===== src/rtl/render_pkg.sv =====
// Shared definitions for the sprite render sequencer: FSM state codes and
// default coordinate/colour widths.
package render_pkg;

    typedef enum logic [2:0] {
        ST_PLOT  = 3'd0,
        ST_WAIT  = 3'd1,
        ST_ERASE = 3'd2,
        ST_CHECK = 3'd3,
        ST_MOVE  = 3'd4
    } state_t;

    localparam int DEF_X_W      = 9;
    localparam int DEF_Y_W      = 8;
    localparam int DEF_COLOUR_W = 3;

    localparam logic [DEF_COLOUR_W-1:0] DEF_BG_COLOUR = 3'b000;

endpackage


===== src/rtl/box_overlap.sv =====
// Combinational axis-aligned box overlap test (touching edges count).
// Coordinates are widened by one bit so box extents never wrap at the screen edge.
module box_overlap #(
    parameter int X_W = 9,
    parameter int Y_W = 8,
    parameter int AW  = 9,
    parameter int AH  = 16,
    parameter int BW  = 26,
    parameter int BH  = 4
) (
    input  logic [X_W-1:0] ax,
    input  logic [Y_W-1:0] ay,
    input  logic [X_W-1:0] bx,
    input  logic [Y_W-1:0] by,
    output logic           overlap
);

    logic [X_W:0] ax_e, bx_e;
    logic [Y_W:0] ay_e, by_e;

    assign ax_e = {1'b0, ax};
    assign bx_e = {1'b0, bx};
    assign ay_e = {1'b0, ay};
    assign by_e = {1'b0, by};

    assign overlap = (ax_e <= bx_e + (X_W+1)'(BW)) &&
                     (ax_e + (X_W+1)'(AW) >= bx_e) &&
                     (ay_e <= by_e + (Y_W+1)'(BH)) &&
                     (ay_e + (Y_W+1)'(AH) >= by_e);

endmodule


===== src/rtl/sprite_render_sequencer.sv =====
// Plot/erase sequencer over NUM_OBJ sprites sharing one VGA write path, with
// player-vs-hazard collision checking, lives counter and latched gameover.
module sprite_render_sequencer
    import render_pkg::*;
#(
    parameter int                     NUM_OBJ   = 2,
    parameter int                     X_W       = DEF_X_W,
    parameter int                     Y_W       = DEF_Y_W,
    parameter int                     COLOUR_W  = DEF_COLOUR_W,
    parameter int                     PW        = 9,
    parameter int                     PH        = 16,
    parameter int                     HW        = 26,
    parameter int                     HH        = 4,
    parameter int                     LIVES     = 3,
    parameter logic [COLOUR_W-1:0]    BG_COLOUR = COLOUR_W'(DEF_BG_COLOUR)
) (
    input  logic                         clock,
    input  logic                         resetn,
    input  logic                         done,
    input  logic                         want_to_move,
    input  logic                         restart,
    input  logic [NUM_OBJ*X_W-1:0]       obj_x,
    input  logic [NUM_OBJ*Y_W-1:0]       obj_y,
    input  logic [NUM_OBJ*X_W-1:0]       obj_x_final,
    input  logic [NUM_OBJ*Y_W-1:0]       obj_y_final,
    input  logic [NUM_OBJ*COLOUR_W-1:0]  obj_colour,
    output logic                         en_vga,
    output logic                         erase,
    output logic                         can_move,
    output logic [NUM_OBJ-1:0]           en_datapath,
    output logic [X_W-1:0]               x_final,
    output logic [Y_W-1:0]               y_final,
    output logic [COLOUR_W-1:0]          colour,
    output logic                         hit,
    output logic                         gameover,
    output logic [3:0]                   lives,
    output logic [2:0]                   obj_idx,
    output logic [2:0]                   state
);

    localparam logic [2:0] LAST_IDX = 3'(NUM_OBJ - 1);

    function automatic logic [3:0] lives_dec(input logic [3:0] l);
        return (l == 4'd0) ? 4'd0 : l - 4'd1;
    endfunction

    state_t     st;
    logic [2:0] idx;
    logic [3:0] lives_q;
    logic       gameover_q, contact_q, hit_q;

    // Unpacked views padded to 8 entries so a 3-bit index is always in range.
    logic [X_W-1:0]      org_x [8];
    logic [Y_W-1:0]      org_y [8];
    logic [X_W-1:0]      pix_x [8];
    logic [Y_W-1:0]      pix_y [8];
    logic [COLOUR_W-1:0] pix_c [8];
    logic [NUM_OBJ-1:0]  hz_hit;
    logic                any_hit;

    for (genvar g = 0; g < 8; g++) begin : g_unpack
        if (g < NUM_OBJ) begin : g_obj
            assign org_x[g] = obj_x[g*X_W +: X_W];
            assign org_y[g] = obj_y[g*Y_W +: Y_W];
            assign pix_x[g] = obj_x_final[g*X_W +: X_W];
            assign pix_y[g] = obj_y_final[g*Y_W +: Y_W];
            assign pix_c[g] = obj_colour[g*COLOUR_W +: COLOUR_W];
        end else begin : g_pad
            assign org_x[g] = '0;
            assign org_y[g] = '0;
            assign pix_x[g] = '0;
            assign pix_y[g] = '0;
            assign pix_c[g] = '0;
        end
    end

    assign hz_hit[0] = 1'b0;
    for (genvar h = 1; h < NUM_OBJ; h++) begin : g_hazard
        box_overlap #(
            .X_W(X_W), .Y_W(Y_W), .AW(PW), .AH(PH), .BW(HW), .BH(HH)
        ) u_overlap (
            .ax      (org_x[0]),
            .ay      (org_y[0]),
            .bx      (org_x[h]),
            .by      (org_y[h]),
            .overlap (hz_hit[h])
        );
    end
    assign any_hit = |hz_hit;

    always_ff @(posedge clock or negedge resetn) begin
        if (!resetn) begin
            st         <= ST_PLOT;
            idx        <= 3'd0;
            lives_q    <= 4'(LIVES);
            gameover_q <= 1'b0;
            contact_q  <= 1'b0;
            hit_q      <= 1'b0;
        end else begin
            hit_q <= 1'b0;
            case (st)
                ST_PLOT: begin
                    if (done) begin
                        if (idx == LAST_IDX) begin
                            st  <= ST_WAIT;
                            idx <= 3'd0;
                        end else begin
                            idx <= idx + 3'd1;
                        end
                    end
                end
                ST_WAIT: begin
                    if (restart && gameover_q) begin
                        gameover_q <= 1'b0;
                        lives_q    <= 4'(LIVES);
                    end else if (want_to_move && !gameover_q) begin
                        st  <= ST_ERASE;
                        idx <= 3'd0;
                    end
                end
                ST_ERASE: begin
                    if (done) begin
                        if (idx == LAST_IDX) begin
                            st  <= ST_CHECK;
                            idx <= 3'd0;
                        end else begin
                            idx <= idx + 3'd1;
                        end
                    end
                end
                ST_CHECK: begin
                    // Only the rising edge of contact costs a life.
                    contact_q <= any_hit;
                    if (any_hit && !contact_q) begin
                        hit_q   <= 1'b1;
                        lives_q <= lives_dec(lives_q);
                        if (lives_q == 4'd1) gameover_q <= 1'b1;
                    end
                    st <= ST_MOVE;
                end
                ST_MOVE: begin
                    st  <= ST_PLOT;
                    idx <= 3'd0;
                end
                default: begin
                    st  <= ST_PLOT;
                    idx <= 3'd0;
                end
            endcase
        end
    end

    logic       active;
    logic [7:0] onehot;

    assign active = (st == ST_PLOT) || (st == ST_ERASE);
    assign onehot = 8'd1 << idx;

    always_comb begin
        en_vga      = 1'b0;
        erase       = 1'b0;
        can_move    = 1'b0;
        en_datapath = '0;
        x_final     = '0;
        y_final     = '0;
        colour      = '0;
        if (resetn) begin
            en_vga      = active;
            erase       = (st == ST_ERASE);
            can_move    = (st == ST_MOVE);
            en_datapath = active ? onehot[NUM_OBJ-1:0] : '0;
            x_final     = pix_x[idx];
            y_final     = pix_y[idx];
            colour      = (st == ST_ERASE) ? BG_COLOUR : pix_c[idx];
        end
    end

    assign hit      = hit_q;
    assign gameover = gameover_q;
    assign lives    = lives_q;
    assign obj_idx  = idx;
    assign state    = st;

endmodule

===== config.mk =====
export PLATFORM = sky130hd
export DESIGN_NAME = sprite_render_sequencer
export DESIGN_NICKNAME = d
export VERILOG_FILES = /design/src/rtl/render_pkg.sv /design/src/rtl/box_overlap.sv /design/src/rtl/sprite_render_sequencer.sv
export SDC_FILE = /design/constraint.sdc
export NUM_CORES = 1
export LEC_CHECK = 0
export CAP_MARGIN = 20
export CORE_MARGIN = 2
export CORE_UTILIZATION = 30
export CTS_BUF_LIST = sky130_fd_sc_hd__clkbuf_8
export DETAILED_ROUTE_END_ITERATION = 8
export DONT_BUFFER_PORTS = 1
export REMOVE_ABC_BUFFERS = 1
export SLEW_MARGIN = 20
export SYNTH_ARGS = -nofsm -noshare
export SYNTH_HDL_FRONTEND = slang
export SYNTH_SLANG_ARGS = --single-unit

===== constraint.sdc =====
create_clock -name clock -period 1.55 [get_ports clock]
set_input_delay 0.155 -clock clock [delete_from_list [all_inputs] [get_ports clock]]
set_output_delay 0.155 -clock clock [all_outputs]
set_load 0.02 [all_outputs]

After elaboration in Yosys (flattened, before gate mapping). Cells that the tools add are included.

Flip-flop bits (word level): 13. Bits of input ports: 79. Output and inout port bits: 37. Word-level logic and storage cells: 93.

Add/subtract/negate cells: 6. Order comparisons: 5. Equal/unequal tests: 16. Shift-type cells: 1. Mux-type cells: 40. Bitwise operators: 2. Reduce and logical (&&, ||, !) cells: 17.

Operators with widths (count): $mux 3 (14); $bmux 9 s3 (1); $mux 9 (3); $bmux 8 s3 (1); $mux 8 (3); $ne 2x2->1 const B (9); $mux 4 (3); $pmux 3 s4 (1); $add 9x4->10 const B (1); $add 9x5->10 const B (1); $ge 10x9->1 (1); $le 9x10->1 (1); $add 8x3->9 const B (1); $add 8x5->9 const B (1); $bmux 3 s3 (1); $ge 9x8->1 (1); $le 8x9->1 (1); $pmux 3 s3 (1); $mux 1 (8); $pmux 4 s2 (1); $reduce_and 4->1 (2); $eq 3x1->1 const B (2); $eq 3x2->1 const B (2); $logic_and 1x1->1 (6); other kinds (19) (21).

Depth between registers and ports, before layout.
Depth in word-level cells: 8. Mapped depth: 11. Mapped depth without buffers: 11.

Modules after synthesis. From an unflattened synthesis, not the netlist that was laid out.

Cells, all modules: 258. Area total of the unflattened synthesis: 2148.3 um2.

Modules (own cells, without submodules): box_overlap (instances 1, cells an instance 145, area an instance 1144.8 um2, seq. area each 0.0 um2); sprite_render_sequencer (instances 1, cells an instance 113, area an instance 1003.5 um2, seq. area each 327.8 um2).

Worst setup path before layout. OpenSTA, ideal clock, no wires.

Path type: input port to flip-flop. Start point: input port obj_x[10]. End point: register lives_q[2], in the netlist lives[2]. Setup time: 0.126 ns. Arrival time: 2.946 ns. Required time: 1.424 ns. Slack: -1.522 ns. Stages: 10. Buffers on the path: 0. Cell sequence: ha_1 or3_2 nand3_1 xnor2_1 ha_1 o21a_1 a221o_1 a221o_1 or3_4 a311o_1.

Word-level cells in the longest chain between the ends: 8. Elaborated cells between the ends (all ways): 9. Classes of those cells: add/sub (1); order compare (2); eq/ne (1); reduce/logical (5).

Ends and longest elaborated chain: start: declaration (RTL line sprite_render_sequencer.sv:22) `input logic [NUM_OBJ*X_W-1:0] obj_x,`; $add 9x5->10 (RTL line box_overlap.sv:26) `assign overlap = (ax_e <= bx_e + (X_W+1)'(BW)) &&`; $le 9x10->1 (RTL line box_overlap.sv:26); $logic_and 1x1->1 (*) (RTL line box_overlap.sv:26); $logic_and 1x1->1 (*) (RTL line box_overlap.sv:27) `(ax_e + (X_W+1)'(AW) >= bx_e) &&`; $logic_and 1x1->1 (*) (RTL line box_overlap.sv:28) `(ay_e <= by_e + (Y_W+1)'(BH)) &&`; $logic_and 1x1->1 (*) (RTL line sprite_render_sequencer.sv:134) `if (any_hit && !contact_q) begin`; $ne 2x2->1 (no line) (*); $reduce_and 3->1 (no line) (*); end signal: assignment (RTL line sprite_render_sequencer.sv:95) `lives_q <= 4'(LIVES);`; end signal: assignment (RTL line sprite_render_sequencer.sv:115) `lives_q <= 4'(LIVES);`; end signal: assignment (RTL line sprite_render_sequencer.sv:136) `lives_q <= lives_dec(lives_q);`; end: declaration (RTL line sprite_render_sequencer.sv:49) `logic [3:0] lives_q;`.

Mark *: on every way between the ends. The rest lies on a longest branch, timed or not. A chain may end at the register's enable or synchronous reset.

Worst setup path after layout.
Start point: input port obj_x[11]. End point: register lives_q[0], in the netlist lives[0].

The elaborated chain is that of the path after synthesis.

==> metrics <==
run status=finished, violations left; violated checks=setup timing; Yosys warnings=0; non-filler cells, final=443; # diodes=0; Worst slew margin=57.4%; skew final=0.00146 ns; CTS tree=yes; crit path kind=primary input to flop; final setup fails=7; post-synthesis xor/xnor area fraction=8.05%; Max FO, Critical Path=3; crit path capture type=flop; worst path arrival time=2.74 ns; CTS Root Cell=clkbuf_8; DR iter-0 viols=175; Pwr Density=1130 nW/um2; Worst IR Drop VDD=911 uV; die height=89.2 um; GR Util All Layers=15.1%; mux contribution to synthesized area=9.20%; crit-path max cell delay=0.41 ns; Critical Path RT=1.72 ns; Synth Area in Simple Gates=24.5%; Compound-Gate Fraction of Synth Area=17.4%; Cell variety after synth=50; main combinational cell family by area after synthesis=simple AND/OR/NAND/NOR gates; slowest CP cell=or3_4; WL per Instance=14.3 um; f_max=390 MHz; Final ANT Viol Nets=0; Slew Limit Fails=0; clock-pin slew of the registers on the worst-case setup and hold paths=0.06 ns; Post-synth top flop=dfrtp_1; CP Cell Sequence=ha_4 -> or3_4 -> nand3_4 -> xnor2_2 -> ha_1 -> o21a_1 -> a221o_1 -> a221o_1 -> or3_4 -> buf_6 -> o211a_1; Routed Wire Length=6350 um; post-route minimum period=2.57 ns; Leak=1.50 nW; async set or reset register ratio after synthesis=100%; routability cong.=0.853; routed vias=2265; Syn Inst Count=279; Pwr Total=3.43 mW; die outline width=89.2 um; RSZ-0062 raised after global routing=true; register area share after synthesis=15.1%; Synth area leaders=ha_1 (21%), dfrtp_1 (13%), mux2i_1 (9.2%); Setup crit start kind=primary input; #FFs+latches synth=13; Die ar.=7950 um2; Placement Cell Area=2740 um2; Synth Area in Adders=20.7%; vias in the first global route=2207; # Max-Cap Violations=0; DR vias/cell=5.11; average footprint of a synthesized cell=7.80 um2; Initial DRT Pass Iterations=4; share of the synthesized area in the top cell type=20.7%; period utilization=166%; Synth area leader=ha_1; worst setup margin=-1.02 ns; I/O Buffers=0; Ports=116; Area Growth Syn to Fin=39.5%; Worst Tran Pin Value=0.637 ns; r2r setup slk=0 ns; commonest non-fill, non-tap cell in the layout=buf_4; Hold Crit Class=primary input to flop; setup TNS=-6.48 ns; TritonCTS Buffers=3; core area=7140 um2; Final Hold Vio Count=0; Placed Cells=431; clock latency on the worst-skew pair=0.24 ns; EDFF count, synth=0; post-route cell area=3040 um2; Starting Density=30.5%; row count=31; first-pass GRT wire length=9800 um; Clock Path Buffers=2; Sink Count=13; Detailed Place HPWL=5030 um; final layout net count=460; gr ovfl total=0; largest net degree at the start of global routing=22; DRC=0; initial antenna violation count=0; most frequent cells in the layout=buf_4 (60), ha_1 (34), nor2_1 (30); H-Tree Depth=1; layout cell share with drive strength beyond 1=28.5%; Finished Core Util=42.5%; Post-Syn Area=2180 um2
## timing repair
item / CTS / global route
hold buffers: 1 / 0
buffers inserted: 2 / 3
resized for setup: 21 / 9
endpoints found under the setup margin: 23 / 29
endpoints found under the hold margin: 13 / 0
cloned: 0 / 2
pin swaps: 14 / 5
## where the power goes
part / switching (mW) / internal (mW) / leakage [nW] / total (mW)
clock: 0.123 / 0.175 / 0.0269 / 0.298
combinational: 1.33 / 1.24 / 1.30 / 2.58
sequential: 0.112 / 0.442 / 0.164 / 0.554
## worst max-delay path: cells and delay by family
| family | cells | cell delay (ns) |
|---|---|---|
| AO/OA/AOI/OAI | 4 | 1.03 |
| AND/OR/NAND/NOR | 3 | 0.88 |
| adder cells (fa/ha/maj) | 2 | 0.41 |
| buffers and inverters | 1 | 0.13 |
| XOR/XNOR | 1 | 0.12 |
## state kept, by name, summed over array words and instances (netlist names)
| name | cells |
|---|---|
| obj_idx | 3 |
| state | 3 |
| contact_q | 1 |
| hit | 1 |
| lives | 4 |
| gameover | 1 |
## cells in the mapped netlist, drive strengths merged, types with 2 or more instances
| cell type | instances |
|---|---|
| nand3 | 12 |
| ha | 36 |
| clkbuf | 7 |
| mux2i | 20 |
| or2 | 3 |
| o21ai | 6 |
| a31oi | 3 |
| a221oi | 2 |
| and3 | 3 |
| nand4 | 5 |
| o21a | 2 |
| or3 | 5 |
| inv | 23 |
| dfrtp | 11 |
| and2 | 2 |
| a21oi | 12 |
| a221o | 2 |
| o31ai | 2 |
| xnor2 | 12 |
| o41ai | 4 |
| nor3b | 4 |
| nor4 | 3 |
| a21boi | 2 |
| nor2b | 3 |
| nor2 | 33 |
| nand2b | 6 |
| xor2 | 8 |
| a21o | 4 |
| a211oi | 2 |
| nor3 | 5 |
| nand2 | 22 |
| dfstp | 2 |
## per-stage QoR
step / hold slack [ns] / worst slack, ns
final: 0.105 / -1.02
after global routing: 0.116 / -1.05
after CTS: 0.105 / -0.994
after detailed placement: -0.140 / -1.62
after global placement: -0.140 / -1.53
after floorplan: -0.141 / -1.52
## kinds of logic after synthesis
logic type | Yosys count
buffers and inverters | 30
adder cells (fa/ha/maj) | 36
AO/OA/AOI/OAI | 52
flip-flops | 13
multiplexers | 20
AND/OR/NAND/NOR | 108
XOR/XNOR | 20
## final cells by class
cell class,count,area [um2]
fill,724,4100
multi-input combinational,236,1880
timing repair buffer,68,569
sequential,13,329
tap,99,124
inverter,23,86.3
clock buffer,3,41.3
clock inverter,1,3.75
## routing by layer
metal / track usage [%] / part of all wire (%) / vias to the layer above
met4: 1.63 / 0.46 / 0
met1: 17.3 / 39 / 1043
li1: - / - / 1140
met2: 29.4 / 53 / 80
met3: 3.14 / 7.2 / 2
met5: 0 / 0 / -
## final timing paths
path | startpoint | endpoint | cells past startpoint
max in group asynchronous | resetn | obj_idx[0]$_DFFE_PN0P_ | 1
min in group asynchronous | resetn | gameover$_DFFE_PN0P_ | 1
setup reg to reg | lives[2]$_DFFE_PN0P_ | lives[1]$_DFFE_PN1P_ | 4
hold / removal | done | obj_idx[2]$_DFFE_PN0P_ | 2
setup / recovery | obj_x[11] | lives[0]$_DFFE_PN1P_ | 11
hold reg to reg | gameover$_DFFE_PN0P_ | gameover$_DFFE_PN0P_ | 1
No activity file was read; power rests on OpenSTA's default activity.
